[src/rtl/regfile_sb_if.sv]
// regfile_sb_if: bus between the core datapath and the scoreboarded register file.
//   master: datapath side (drives writeback, issue and read addresses).
//   slave : register file side (returns read data, busy flags, count, debug tap).
// Signals:
//   wr_en/wr_addr/wr_data : writeback strobe, destination, value
//   iss_en/iss_rd         : instruction issue and its destination register
//   rd_addr               : packed read addresses, port k at [k*AW +: AW]
//   rd_data/rd_busy       : packed registered read data and per-port pending flag
//   busy_cnt              : registered number of pending registers
//   dbg_data              : registered copy of the debug-tapped register
interface regfile_sb_if #(
   parameter int unsigned XLEN   = 32,
   parameter int unsigned NREGS  = 32,
   parameter int unsigned NUM_RD = 2
);
   localparam int unsigned AW = $clog2(NREGS);

   logic                   wr_en;
   logic [AW-1:0]          wr_addr;
   logic [XLEN-1:0]        wr_data;
   logic                   iss_en;
   logic [AW-1:0]          iss_rd;
   logic [NUM_RD*AW-1:0]   rd_addr;
   logic [NUM_RD*XLEN-1:0] rd_data;
   logic [NUM_RD-1:0]      rd_busy;
   logic [AW:0]            busy_cnt;
   logic [XLEN-1:0]        dbg_data;

   modport master (
      output wr_en, wr_addr, wr_data, iss_en, iss_rd, rd_addr,
      input  rd_data, rd_busy, busy_cnt, dbg_data
   );

   modport slave (
      input  wr_en, wr_addr, wr_data, iss_en, iss_rd, rd_addr,
      output rd_data, rd_busy, busy_cnt, dbg_data
   );
endinterface

[src/rtl/regfile_sb.sv]
// regfile_sb: parametrised register file with pending-write scoreboard and debug tap.
// All state updates on the falling edge of CLK, qualified by clk_cpu.
// Ports:
//   CLK     : clock, falling edge only
//   RST_N   : asynchronous active-low reset, clears storage, busy bits and outputs
//   clk_cpu : edge enable; nothing changes on edges where it is 0
//   bus     : regfile_sb_if.slave (writeback, issue, read ports, busy count, debug tap)
// Configuration macro:
//   REGFILE_BYPASS_EN : when defined, a same-edge write is forwarded to matching read
//                       ports and to dbg_data; otherwise reads return pre-edge contents.
module regfile_sb #(
   parameter int unsigned XLEN    = 32,
   parameter int unsigned NREGS   = 32,
   parameter int unsigned NUM_RD  = 2,
   parameter int unsigned DBG_REG = 1
) (
   input logic         CLK,
   input logic         RST_N,
   input logic         clk_cpu,
   regfile_sb_if.slave bus
);
   localparam int unsigned AW = $clog2(NREGS);
   localparam logic [AW-1:0] DbgAddr = AW'(DBG_REG);

   logic [XLEN-1:0]        reg_q [NREGS];
   logic [XLEN-1:0]        reg_d [NREGS];
   logic [NREGS-1:0]       busy_q, busy_d;
   logic [NUM_RD*XLEN-1:0] rd_data_q, rd_data_d;
   logic [NUM_RD-1:0]      rd_busy_q, rd_busy_d;
   logic [AW:0]            busy_cnt_q, busy_cnt_d;
   logic [XLEN-1:0]        dbg_data_q, dbg_data_d;
   logic                   wr_hit;
   logic                   iss_hit;

   // R0 is hardwired: writes and issues to it are ignored
   assign wr_hit  = bus.wr_en && (bus.wr_addr != '0);
   assign iss_hit = bus.iss_en && (bus.iss_rd != '0);

   always_comb begin
      busy_d = busy_q;
      if (wr_hit) busy_d[bus.wr_addr] = 1'b0;
      // a same-edge issue overrides the clear: a newer producer is outstanding
      if (iss_hit) busy_d[bus.iss_rd] = 1'b1;
      busy_cnt_d = '0;
      for (int unsigned i = 0; i < NREGS; i++) begin
         busy_cnt_d = busy_cnt_d + {{AW{1'b0}}, busy_d[i]};
      end
   end

   always_comb begin
      reg_d = reg_q;
      if (wr_hit) reg_d[bus.wr_addr] = bus.wr_data;
   end

   // reads see pre-edge storage, but busy after this edge's set/clear
   always_comb begin
      rd_data_d = '0;
      rd_busy_d = '0;
      for (int unsigned k = 0; k < NUM_RD; k++) begin
         rd_data_d[k*XLEN +: XLEN] = reg_q[bus.rd_addr[k*AW +: AW]];
`ifdef REGFILE_BYPASS_EN
         if (wr_hit && (bus.wr_addr == bus.rd_addr[k*AW +: AW])) begin
            rd_data_d[k*XLEN +: XLEN] = bus.wr_data;
         end
`endif
         rd_busy_d[k] = busy_d[bus.rd_addr[k*AW +: AW]];
      end
      dbg_data_d = reg_q[DbgAddr];
`ifdef REGFILE_BYPASS_EN
      if (wr_hit && (bus.wr_addr == DbgAddr)) dbg_data_d = bus.wr_data;
`endif
   end

   always_ff @(negedge CLK or negedge RST_N) begin
      if (!RST_N) begin
         for (int unsigned i = 0; i < NREGS; i++) reg_q[i] <= '0;
         busy_q     <= '0;
         rd_data_q  <= '0;
         rd_busy_q  <= '0;
         busy_cnt_q <= '0;
         dbg_data_q <= '0;
      end else if (clk_cpu) begin
         reg_q      <= reg_d;
         busy_q     <= busy_d;
         rd_data_q  <= rd_data_d;
         rd_busy_q  <= rd_busy_d;
         busy_cnt_q <= busy_cnt_d;
         dbg_data_q <= dbg_data_d;
      end
   end

   assign bus.rd_data  = rd_data_q;
   assign bus.rd_busy  = rd_busy_q;
   assign bus.busy_cnt = busy_cnt_q;
   assign bus.dbg_data = dbg_data_q;
endmodule

[src/flat_wrapper.sv]
// flat-port wrapper written by rule: the top's interface ports become plain ports
module regfile_sb_flat 
#(
   parameter int unsigned XLEN    = 32,
   parameter int unsigned NREGS   = 32,
   parameter int unsigned NUM_RD  = 2,
   parameter int unsigned DBG_REG = 1
)
  (CLK, RST_N, clk_cpu, bus_wr_en, bus_wr_addr, bus_wr_data, bus_iss_en, bus_iss_rd, bus_rd_addr, bus_rd_data, bus_rd_busy, bus_busy_cnt, bus_dbg_data);
  regfile_sb_if #(.XLEN(XLEN), .NREGS(NREGS), .NUM_RD(NUM_RD)) bus_i ();
  input logic CLK;
  input logic RST_N;
  input logic clk_cpu;
  input wire logic [$bits(bus_i.wr_en)-1:0] bus_wr_en;
  input wire logic [$bits(bus_i.wr_addr)-1:0] bus_wr_addr;
  input wire logic [$bits(bus_i.wr_data)-1:0] bus_wr_data;
  input wire logic [$bits(bus_i.iss_en)-1:0] bus_iss_en;
  input wire logic [$bits(bus_i.iss_rd)-1:0] bus_iss_rd;
  input wire logic [$bits(bus_i.rd_addr)-1:0] bus_rd_addr;
  output wire logic [$bits(bus_i.rd_data)-1:0] bus_rd_data;
  output wire logic [$bits(bus_i.rd_busy)-1:0] bus_rd_busy;
  output wire logic [$bits(bus_i.busy_cnt)-1:0] bus_busy_cnt;
  output wire logic [$bits(bus_i.dbg_data)-1:0] bus_dbg_data;
  assign bus_i.wr_en = bus_wr_en;
  assign bus_i.wr_addr = bus_wr_addr;
  assign bus_i.wr_data = bus_wr_data;
  assign bus_i.iss_en = bus_iss_en;
  assign bus_i.iss_rd = bus_iss_rd;
  assign bus_i.rd_addr = bus_rd_addr;
  assign bus_rd_data = bus_i.rd_data;
  assign bus_rd_busy = bus_i.rd_busy;
  assign bus_busy_cnt = bus_i.busy_cnt;
  assign bus_dbg_data = bus_i.dbg_data;
  regfile_sb #(.XLEN(XLEN), .NREGS(NREGS), .NUM_RD(NUM_RD), .DBG_REG(DBG_REG)) u_core (.CLK(CLK), .RST_N(RST_N), .clk_cpu(clk_cpu), .bus(bus_i));
endmodule
[config.mk]
export PLATFORM = sky130hd
export DESIGN_NAME = regfile_sb_flat
export DESIGN_NICKNAME = d
export VERILOG_FILES = /design/src/rtl/regfile_sb_if.sv /design/src/rtl/regfile_sb.sv /design/src/flat_wrapper.sv
export SDC_FILE = /design/constraint.sdc
export NUM_CORES = 2
export LEC_CHECK = 0
export BUFFER_PORTS_ARGS = -buffer_cell sky130_fd_sc_hd__buf_2
export CAP_MARGIN = 25
export CORE_MARGIN = 4
export CORE_UTILIZATION = 55
export CTS_BUF_LIST = sky130_fd_sc_hd__clkbuf_8
export DETAILED_ROUTE_END_ITERATION = 16
export PLACE_DENSITY = 0.68
export SLEW_MARGIN = 5
export SYNTH_ARGS = -nofsm -noshare
export SYNTH_HDL_FRONTEND = slang
export SYNTH_SLANG_ARGS = --single-unit
[constraint.sdc]
create_clock -name CLK -period 6.1 [get_ports CLK]
set_clock_uncertainty 0.1 [all_clocks]
set_input_delay 0.305 -clock CLK [delete_from_list [all_inputs] [get_ports CLK]]
set_output_delay 0.305 -clock CLK [all_outputs]
set_load 0.01 [all_outputs]
==> results.ini <==
[status]
outcome = complete, but fails checks
violations = negative setup slack

[drt]
drtIter0Drc = 2875
vias_per_cell = 6.601
post-route-drc-count = 0
finalWirelength_um = 176500
dr.pass1.iters = 5
ant_nets = 0
wire_per_inst_um = 30.83
vias = 37790

[finish]
fin_nets = 4176
syn2layout_area_growth_pct = 14.87
multiInputGateArea_um2 = 29850
layout.cells.non_filler = 5725
nFillCells = 7746
finalInstanceArea_um2 = 69720
drive_above_1_share_pct = 59.63
regArea_um2 = 29030
fin_util_pct = 63.88

[power]
power_mw = 23.15
power_frac_clock_pct = 31.8
sequentialPowerShare_pct = 41.5
p_per_area_nw_per_um2 = 332.0
pwr-share-comb_pct = 26.7
max-vdd-ir-drop_mv = 0.7817
p_sw_share_pct = 28.82
p_sw_mw = 6.670
internal-power_mw = 16.48
p_leak_nw = 31.40

[yosys]
synth_seq_cells = 1160
postSynthAreaPerCell_um2 = 15.90
yosysMostFrequentCell = dfrtn_1
synth_area_leaders = dfrtn_1 48%, mux4_2 24%, mux2_2 19%
yosys_warnings = 0
synth-edff-count = 0
async_flop_share_pct = 100.0
syn_nets = 3907
synth_top_area_share_pct = 47.82
ys_types = 61
synthCells = 3818
syn_area_um2 = 60700
ys_seq_area_share_pct = 47.82
synth.largest_area_cell = dfrtn_1
yosys_most_used_dff = dfrtn_1
ys_top_cells_by_count = 1160 x dfrtn_1, 1023 x mux2_2, 646 x mux4_2

[die]
chipHeight_um = 340.2
io_pins = 161
rows = 121
die_w_um = 340.2
core_region_area_um2 = 109200
die_area_um2 = 115700
start_util_pct = 55.61

[critical_path]
criticalPathCategory = input port to flip-flop
crit_start = bus_wr_addr[3]
r2r-start = u_core.busy_q[2]
required_ns = 3.52
worst-path-max-fanout = 7
worst_ep_arrival_time_ns = 5.61
startpoint_type = input port
cp-end-kind = flip-flop

[clock_network]
cts.clk_slew.worst_paths_ns = 0.04
cts_buffers = 195
clock_path_buffers = 3
htreeDepth = 4
cts_hold_buf = 0
clock_sinks = 1160
cts_tree = yes
root_buffer = clkbuf_8
clk_latency_ns = 0.75

[grt]
grt_max_degree = 118
overflow = 0
grt_pass1_vias = 41160
grt_usage_pct = 31.20
antenna_found_initial = 5
grt_first_pass_wirelength_um = 269500

[placed_design]
hpwl_um = 110200
port-buffer-count = 160
dp_cells = 5336
placed_cell_area_um2 = 65120
place.gp.congestion = 0.8792
post-place-ws_ns = -3.022

[sta]
setup_viol = 7
rsz0062_at_grt = yes
setup_ws_ns = -2.089
worst_slew_pin_slew_ns = 0.7821
drv_slew = 0
final-hold-violation-count = 0
slew_headroom_pct = 47.86

[min_path]
min-delay-start = u_core.reg_q[1012]
hold_class = flip-flop to flip-flop

[run]
cap_violations = 0

[worst paths after layout]
kind,slack (ns),endpoint,cells past startpoint
worst min register to register,0.24,u_core.reg_q[1012],0
worst min-delay path,0.24,u_core.reg_q[1012],0
min in group asynchronous,2.41,u_core.busy_q[4],1
worst max register to register,0.68,u_core.bus.busy_cnt[4],18
worst max-delay path,-2.09,u_core.bus.busy_cnt[4],23
max in group asynchronous,2.30,u_core.reg_q[175],2
[power groups by stage]
stage	logic [mW]	registers (mW)	clock network (mW)
detailed placement	5.79	9.70	0
global placement	5.60	9.57	0
CTS	6.06	9.58	7.50
global route	6.73	9.72	7.87
floorplan	4.06	9.48	0
finish	6.18	9.61	7.36
[worst max-delay path, cell delays in order]
cell and delay, ns:
buf_2 0.10, buf_4 0.13, buf_4 0.16, nand4_1 0.13
o21ai_0 0.20, o21ai_0 0.11, buf_4 0.15, inv_1 0.07
fa_1 0.45, fa_1 0.49, fa_1 0.49, inv_1 0.05
fa_1 0.49, fa_1 0.49, inv_1 0.05, fa_1 0.50
fa_2 0.20, inv_2 0.04, fa_2 0.33, a21o_1 0.19
a21oi_2 0.13, xnor2_1 0.07, mux2_4 0.26
[final cells by class]
type / count / area share [%]
Clock inverter: 104 / 1.028
Tap cell: 1476 / 2.649
Antenna cell: 3 / 0.01077
Multi-Input combinational cell: 2175 / 42.81
Sequential cell: 1160 / 41.63
Clock buffer: 252 / 4.974
Inverter: 60 / 0.3230
Timing Repair Buffer: 495 / 6.577
[through the flow]
stage / hold slack (ns) / setup TNS [ns]
floorplan: 0.3019 / -14.19
global placement: 0.2361 / -16.37
detailed placement: 0.2428 / -16.61
CTS: 0.2427 / -12.60
global route: 0.2499 / -12.49
finish: 0.2386 / -11.64
[kinds of logic (layout without fill, tap and decap cells)]
kind of cell    Yosys count  in the layout  synth area share [%]
simple gates            193            193                 1.558
flops                  1160           1160                 47.82
fa+ha+maj                32             32                0.9565
compound gates          207            207                 1.948
buf+inv                 483            911                 3.543
xor+xnor                  3              3               0.04330
other cells               0              3                     0
mux                    1740           1740                 44.13
[layout by cell type (no fill, tap or decap), types with 67 or more instances in the layout]
| cell | instances |
|---|---|
| mux4_2 | 646 |
| a21oi_1 | 82 |
| nor2_1 | 79 |
| mux2_2 | 1020 |
| buf_4 | 230 |
| buf_12 | 88 |
| clkbuf_8 | 253 |
| inv_1 | 107 |
| buf_2 | 146 |
| mux2i_1 | 67 |
| dfrtn_1 | 1160 |
[sequential cells by signal, indices dropped and copies added, names as in the netlist]
signal and cells:
u_core.bus.rd_data 64, u_core.bus.rd_busy 2, u_core.busy_q 32, u_core.bus.busy_cnt 6, u_core.reg_q 992, u_core.dbg_data_d 32, u_core.bus.dbg_data 32
[metal layers]
metal	global-route usage (%)	vias up	share of wire (%)
li1	-	15270	-
met4	10.87	4	3.4
met5	0	-	0.015
met3	6.067	336	6.4
met1	42.39	20700	40
met2	51.09	1478	50
[timing repair]
item / 4_1_cts / 5_1_grt
gates cloned: 0 / 0
setup buffers: 40 / 5
gates resized for setup: 32 / 18
pin swaps: 13 / 5
endpoints found under the setup margin: 6 / 7
hold endpoints to repair: 0 / 0
Note: power is estimated with default switching activity, not from simulation.
